File: src/rtl/window_line_buffer.sv
// window_line_buffer
// ROWS-line pixel buffer that feeds the PE array with ROWS x WIN convolution
// windows. Each write beat puts WR_W pixels into the bottom line. A shift
// moves every line up by one. A read returns a registered window that starts
// at any column, and column addressing can wrap around the line.
//
// Ports
//   clk, rst_n   clock (rising edge), asynchronous active-low reset
//   flush        synchronous clear of pointers, counters and flags; pixel data is kept
//   in_valid/in_ready/in_data   write beat handshake; pixel j goes to column wr_ptr+j
//   shift        move lines up (accepted only while the bottom line is full)
//   shift_err    one-cycle pulse when a shift arrives while the bottom line is not full
//   row_full     bottom line holds COLS fresh pixels
//   win_ready    every line holds valid data
//   rd_req/rd_idx  window read request and window start column
//   rd_valid/rd_data  registered window, one cycle after rd_req; (r,k) at (r*WIN+k)*DATA_W
module window_line_buffer #(
  parameter int DATA_W = 8,
  parameter int ROWS   = 4,
  parameter int COLS   = 16,
  parameter int WR_W   = 4,
  parameter int WIN    = 4,
  parameter int WRAP   = 1,
  localparam int IW    = (COLS > 1) ? $clog2(COLS) : 1
) (
  input  logic                       clk,
  input  logic                       rst_n,
  input  logic                       flush,
  input  logic                       in_valid,
  output logic                       in_ready,
  input  logic [WR_W*DATA_W-1:0]     in_data,
  input  logic                       shift,
  output logic                       shift_err,
  output logic                       row_full,
  output logic                       win_ready,
  input  logic                       rd_req,
  input  logic [IW-1:0]              rd_idx,
  output logic                       rd_valid,
  output logic [ROWS*WIN*DATA_W-1:0] rd_data
);

  localparam int LW = (ROWS > 1) ? $clog2(ROWS) : 1;
  localparam logic [IW:0]   COLS_C    = (IW+1)'(COLS);
  localparam logic [IW:0]   WR_W_C    = (IW+1)'(WR_W);
  localparam logic [LW-1:0] LAST_LINE = LW'(ROWS - 1);

  logic [DATA_W-1:0] line_q [ROWS][COLS];

  logic [IW-1:0] wr_ptr_q, wr_ptr_d;
  logic [IW:0]   fill_cnt_q, fill_cnt_d;
  logic [LW-1:0] line_cnt_q, line_cnt_d;
  logic          row_full_q, row_full_d;
  logic          shift_err_q, shift_err_d;
  logic          rd_valid_q;
  logic [ROWS*WIN*DATA_W-1:0] rd_data_q;
  logic [ROWS*WIN*DATA_W-1:0] rd_win;

  logic          accept;
  logic          do_shift;
  logic          do_write;
  logic [IW:0]   fill_sum;
  logic [IW:0]   ptr_sum;

  // A shift request blocks writes in the same cycle so that no beat is lost
  // while the lines move.
  assign in_ready = !row_full_q && !shift;
  assign accept   = in_valid && in_ready;
  assign do_shift = !flush && shift && row_full_q;
  assign do_write = !flush && accept;
  assign fill_sum = fill_cnt_q + WR_W_C;
  assign ptr_sum  = {1'b0, wr_ptr_q} + WR_W_C;

  always_comb begin
    wr_ptr_d    = wr_ptr_q;
    fill_cnt_d  = fill_cnt_q;
    line_cnt_d  = line_cnt_q;
    row_full_d  = row_full_q;
    shift_err_d = 1'b0;
    if (flush) begin
      wr_ptr_d   = '0;
      fill_cnt_d = '0;
      line_cnt_d = '0;
      row_full_d = 1'b0;
    end else if (shift) begin
      if (row_full_q) begin
        fill_cnt_d = '0;
        row_full_d = 1'b0;
        if (line_cnt_q != LAST_LINE) begin
          line_cnt_d = line_cnt_q + LW'(1);
        end
      end else begin
        shift_err_d = 1'b1;
      end
    end else if (accept) begin
      wr_ptr_d   = (ptr_sum == COLS_C) ? '0 : ptr_sum[IW-1:0];
      fill_cnt_d = fill_sum;
      row_full_d = (fill_sum == COLS_C);
    end
  end

  // Pixel storage. After a shift the bottom line keeps its old pixels; the
  // following beats overwrite them.
  always_ff @(posedge clk or negedge rst_n) begin
    if (!rst_n) begin
      for (int r = 0; r < ROWS; r++) begin
        for (int c = 0; c < COLS; c++) begin
          line_q[r][c] <= '0;
        end
      end
    end else if (do_shift) begin
      for (int r = 0; r < ROWS - 1; r++) begin
        line_q[r] <= line_q[r+1];
      end
    end else if (do_write) begin
      for (int j = 0; j < WR_W; j++) begin
        line_q[ROWS-1][wr_ptr_q + IW'(j)] <= in_data[j*DATA_W +: DATA_W];
      end
    end
  end

  // Window selection from the current (pre-update) storage. The column sum
  // carries one extra bit, so the wrap and out-of-range tests see the true value.
  for (genvar gi = 0; gi < ROWS*WIN; gi++) begin : g_elem
    localparam int R = gi / WIN;
    localparam int K = gi % WIN;
    logic [IW:0] col;
    assign col = {1'b0, rd_idx} + (IW+1)'(K);
    if (WRAP != 0) begin : g_wrap
      assign rd_win[gi*DATA_W +: DATA_W] = line_q[R][IW'(col % COLS_C)];
    end else begin : g_zero
      assign rd_win[gi*DATA_W +: DATA_W] = (col >= COLS_C) ? '0 : line_q[R][col[IW-1:0]];
    end
  end

  always_ff @(posedge clk or negedge rst_n) begin
    if (!rst_n) begin
      wr_ptr_q    <= '0;
      fill_cnt_q  <= '0;
      line_cnt_q  <= '0;
      row_full_q  <= 1'b0;
      shift_err_q <= 1'b0;
      rd_valid_q  <= 1'b0;
      rd_data_q   <= '0;
    end else begin
      wr_ptr_q    <= wr_ptr_d;
      fill_cnt_q  <= fill_cnt_d;
      line_cnt_q  <= line_cnt_d;
      row_full_q  <= row_full_d;
      shift_err_q <= shift_err_d;
      rd_valid_q  <= rd_req && !flush;
      // rd_data holds its value whenever no read is returned.
      if (rd_req && !flush) begin
        rd_data_q <= rd_win;
      end
    end
  end

  assign row_full  = row_full_q;
  assign win_ready = row_full_q && (line_cnt_q == LAST_LINE);
  assign shift_err = shift_err_q;
  assign rd_valid  = rd_valid_q;
  assign rd_data   = rd_data_q;

endmodule

File: config.mk
export PLATFORM = sky130hd
export DESIGN_NAME = window_line_buffer
export DESIGN_NICKNAME = d
export VERILOG_FILES = /design/src/rtl/window_line_buffer.sv
export SDC_FILE = /design/constraint.sdc
export NUM_CORES = 2
export LEC_CHECK = 0
export CORE_ASPECT_RATIO = 2
export CORE_UTILIZATION = 64
export DETAILED_ROUTE_END_ITERATION = 7
export PLACE_DENSITY = 0.84
export SLEW_MARGIN = 20
export SYNTH_ARGS = -nofsm -noshare
export SYNTH_HDL_FRONTEND = slang
export SYNTH_SLANG_ARGS = --single-unit
File: constraint.sdc
create_clock -name clk -period 4.64 [get_ports clk]
set_input_delay 0.928 -clock clk [delete_from_list [all_inputs] [get_ports clk]]
set_output_delay 0.928 -clock clk [all_outputs]
set_load 0.02 [all_outputs]
# Word-level counts from Yosys, hierarchy flattened
# Index checks and enable logic that the tools add are counted.
[word_totals]
reg_bits = 654
out_inout_bits = 133
word_cells = 208
[op_classes]
bitwise = 9
order_cmp = 12
mux = 78
add_sub_neg = 9
eq_ne = 6
reduce_logical = 23
[ops]
columns = ["cell", "count"]
rows = [
  ["$bmux W8 S4", 16],
  ["$bwmux W128", 4],
  ["$mux W8", 36],
  ["$demux W8 S4", 4],
  ["$ge A5 B5 Y1 const B", 8],
  ["$not A4 Y5", 8],
  ["$lt A5 B1 Y1 const B", 4],
  ["$mux W5", 4],
  ["$add A4 B2 Y4 const B", 4],
  ["$mux W4", 4],
  ["$logic_and A1 B1 Y1", 11],
  ["$eq A5 B5 Y1 const B", 2],
  ["$add A4 B1 Y4 const B", 2],
  ["$mux W2", 4],
  ["$reduce_bool A2 Y1", 4],
  ["$mux W1", 6],
  ["$reduce_and A2 Y1", 3],
  ["$add A4 B3 Y5 const B", 1],
  ["$add A5 B3 Y5 const B", 1],
  ["$ne A2 B2 Y1 const B", 2],
  ["$logic_not A1 Y1", 3],
  ["$ne A3 B2 Y1 const B", 1],
  ["$reduce_and A3 Y1", 1],
  ["$reduce_bool A3 Y1", 1],
  ["other kinds (3)", 3],
]

# Longest topological paths before layout
[depth]
ltp_word = 9
depth_mapped = 15

# Worst setup path after synthesis
# No wires, ideal clock.
[synth_path]
path_type = "input-to-reg"
startpoint = "input port rd_idx[0]"
endpoint = "register rd_data_q[43] (netlist: rd_data[43])"
arrival_time_ns = 3.561
path_slack_ns = 0.956
cell_stages = 15
setup_ns = 0.124
path_cell_list = "buf_2 > buf_6 > buf_4 > buf_4 > buf_2 > inv_1 > ha_1 > buf_2 > buf_6 > buf_2 > buf_2 > mux4_2 > mux2_2 > a32oi_1 > nand2_1"
[synth_between]
elab_chain_cells = 5
[synth_rtl]
columns = ["item", "line", "source"]
rows = [
  ["start, declared", "37", "input logic [IW-1:0] rd_idx,"],
  ["$add A4 B1 Y4", "127", "assign col = {1'b0, rd_idx} + (IW+1)'(K);"],
  ["$not A4 Y5 (implied by the code)", "129", "assign rd_win[gi*DATA_W +: DATA_W] = line_q[R][IW'(col % COLS_C)];"],
  ["$bmux W8 S4", "129", ""],
  ["$mux W8 (implied by the code) (2 in a row)", "129", ""],
  ["end signal, assigned", "153", "rd_data_q <= rd_win;"],
  ["end, declared", "55", "logic [ROWS*WIN*DATA_W-1:0] rd_data_q;"],
]
# No other way between the ends. The select of a mux whose other input is x is not followed.
# A chain may end at the register's enable or synchronous reset.

# Worst setup path after layout
[layout_path]
startpoint = "input port shift"
endpoint = "output port in_ready"
[layout_between]
elab_chain_cells = 2
[layout_rtl]
columns = ["item", "line", "source"]
rows = [
  ["start, declared", "32", "input logic shift,"],
  ["$logic_not A1 Y1", "66", "assign in_ready = !row_full_q && !shift;"],
  ["$logic_and A1 B1 Y1", "66", ""],
  ["end, declared", "30", "output logic in_ready,"],
]
# No other way between the ends.

==> flow_summary.toml <==
[clock_tree]
cts_tree = "built"
clkSinkCount = 650
clk_pin_slew_worst_paths_ns = 0.07
root_buffer = "clkbuf_16"
postCtsHoldBufs = 0
cts_setup_buffers = 0
post_cts_resized = 0
htree_levels = 2
clockBufferDepth = 3
cts_buffers = 56
clock_latency_ns = 0.64

[pwr]
power_density_mw_per_mm2 = 305
peakVddDrop_uv = 331
leakagePower_uw = 0.0193
p_total_uw = 13500

[worst_setup_path]
critical_path_arrival_ns = 2.46
slowest_stage = "clkdlybuf4s50_1"
crit_path_frequent_cell = "clkdlybuf4s50_1"
slowest_delay_ns = 0.65
rrSetupSlack_ns = 2.34
path_max_fanout = 14
cp-start-kind = "primary input"
endpoint_kind = "primary output"
worstSetupPathType = "primary input to primary output"
worstPathCellList = "clkdlybuf4s50_1, nor2_1, clkdlybuf4s50_1"
critPathRequiredTime_ns = 3.71

[place]
hpwl_um = 82000
gp_congestion = 0.962
portBuffers = 174

[global_route]
grt_pass1_wl_um = 185000
grtUsageTotal = 0.403
first_global_vias = 28400
grt_max_degree = 156
grt-ovfl-total = 0
antenna_found_initial = 5

[yosys]
synth_cell_types = 38
synth_top_area_cell = "dfrtp_1"
synthSimpleGateAreaFrac = 0.0253
ys_seq_elements = 650
seq_area_frac_synth = 0.407
post_synth.cell_area_avg_um2 = 15.1
synth-warning-count = 0
synth_xor_area_frac = 0.00172
synth_compound_gate_area_share = 0.0519
synth_mux_area_frac = 0.475
yosys-top-cells-area = "dfrtp_1 41%, mux4_2 29%, mux2_2 15%, mux2i_1 4.0%, buf_2 1.6%"
synth_top_cell_area_share = 0.407
synthCells = 2646
synth_top_family_by_area = "multiplexers"
synth_fp_nets = 2703
synthesis.area_mm2 = 0.0400
synthAdderAreaFrac = 0.00469

[floorplanning]
die_h_um = 356
initial_core_util = 0.647
fp-row-count = 129
die_area_mm2 = 0.0636
die_w_um = 179
core_mm2 = 0.0618
io_pins = 175

[layout]
post-route-util = 0.717
synthToLayoutAreaGrowth_pct = 10.7
seq_area_mm2 = 0.0163
n_fill_cell = 3833
multi_input_area_mm2 = 0.0225
drive_gt1_frac = 0.444
nNetsFinal = 2733

[drt]
drt-total-wl_um = 123000
wl_per_cell_um = 35.0
viasPerCell = 7.86
route.detailed.drc = 0
drt_iter0_markers = 3944
num_vias = 27500
detail-route-antenna-nets = 0
first_pass_iters = 5

[sta]
max-slew-margin-rel = 0.321
worst_pin_slew_ns = 1.02
drv_slew = 0
rsz0062_at_grt = "no"
max_freq_ghz = 0.295
skew_ns = 0.0177
hold_viol = 0
fin_crit_ns = 3.39
fin_crit_sh = 0.731
finalSetupTns_ns = 0
finalSetupViolCount = 0

[hold_path]
worstHoldPathType = "primary input to async pin"

[job]
drv_cap = 0

[run_status]
status = "finished, final reports clean"
==> logic make-up (layout without fill, tap and decap cells) <==
kind of cell	Yosys count	count (layout)
multiplexers	1194	1194
AO/OA/AOI/OAI	291	291
flip-flops	650	650
AND/OR/NAND/NOR	218	218
XOR/XNOR	7	7
adder cells (fa/ha/maj)	15	15
other	0	3
buffers and inverters	271	339
==> per-layer routing <==
metal | vias to the layer above | GRT usage | wire length [um]
li1 | 10700 | - | -
met1 | 14500 | 0.515 | 40600
met2 | 1900 | 0.621 | 59500
met3 | 433 | 0.0741 | 12000
met4 | 2 | 0.286 | 10700
met5 | - | 0 | 13
==> power breakdown <==
group,switching [uW],internal [uW]
combinational,1150,976
clock,2250,2840
sequential,400,5890
==> cell usage in the layout, fill, tap and decap left out, types with 34 or more instances in the layout <==
cell type          n
dfrtp_1          650
mux2_2           521
mux4_2           512
clkdlybuf4s50_1  170
mux2i_1          161
nand2_1          103
o21ai_0           88
nor3_1            66
clkbuf_16         57
a22oi_1           42
a2bb2oi_1         34
==> synth_stat cells (all sizes together) <==
master / number
nor3: 66
nand3: 3
and3: 1
o221ai: 23
a22oi: 42
clkbuf: 74
nor3b: 3
a211o: 32
mux4: 512
a2bb2oi: 34
xnor2: 2
a211oi: 23
mux2: 521
dfrtp: 650
o31ai: 32
clkinv: 1
mux2i: 161
a21oi: 7
or3b: 1
and2: 26
nor4b: 1
ha: 15
o21ai: 88
nand3b: 4
nand2b: 2
inv: 6
buf: 190
a21bo: 1
nor2: 8
nand2: 103
xor2: 5
a32oi: 9
==> per-stage QoR <==
stage	hold WS, ns	worst slack, ns	std cells	cell area, um2
floorplan	0.493	0.956	2646	40000
finish	0.157	1.25	3503	44300
detailed placement	0.484	0.933	3403	42300
global route	0.169	1.19	3502	44300
CTS	0.468	1.27	3499	44300
global placement	0.480	1.02	3403	42300
==> area by class of cell <==
cell class / instances / area share
Antenna cell: 3 / 0.000169
Inverter: 7 / 0.000593
Clock inverter: 29 / 0.00929
Multi-Input combinational cell: 1725 / 0.507
Tap cell: 786 / 0.0222
Clock buffer: 67 / 0.0344
Sequential cell: 650 / 0.367
Timing Repair Buffer: 236 / 0.0588
==> worst max-delay path: cells and delay by family <==
kind	cells	cell delay (ns)
AND/OR/NAND/NOR	1	0.25
buffers and inverters	2	1.29
==> flip-flops by register name, summed over array words and instances (netlist names) <==
name / count
line_q: 512
rd_data: 128
fill_cnt_q: 3
line_cnt_q: 2
wr_ptr_q: 2
rd_valid: 1
row_full: 1
shift_err: 1
==> path summary, 6_finish.rpt <==
kind                                  start           to  cells past startpoint
worst max-delay path                  shift     in_ready                      3
worst min-delay path                  rst_n    line_q[9]                      1
worst max register to register     row_full  line_q[353]                      3
worst min register to register  rd_data[25]  rd_data[25]                      1
max in group asynchronous             rst_n  line_q[440]                      3
min in group clk                rd_data[25]  rd_data[25]                      1
Note: power is estimated with default switching activity, not from simulation.
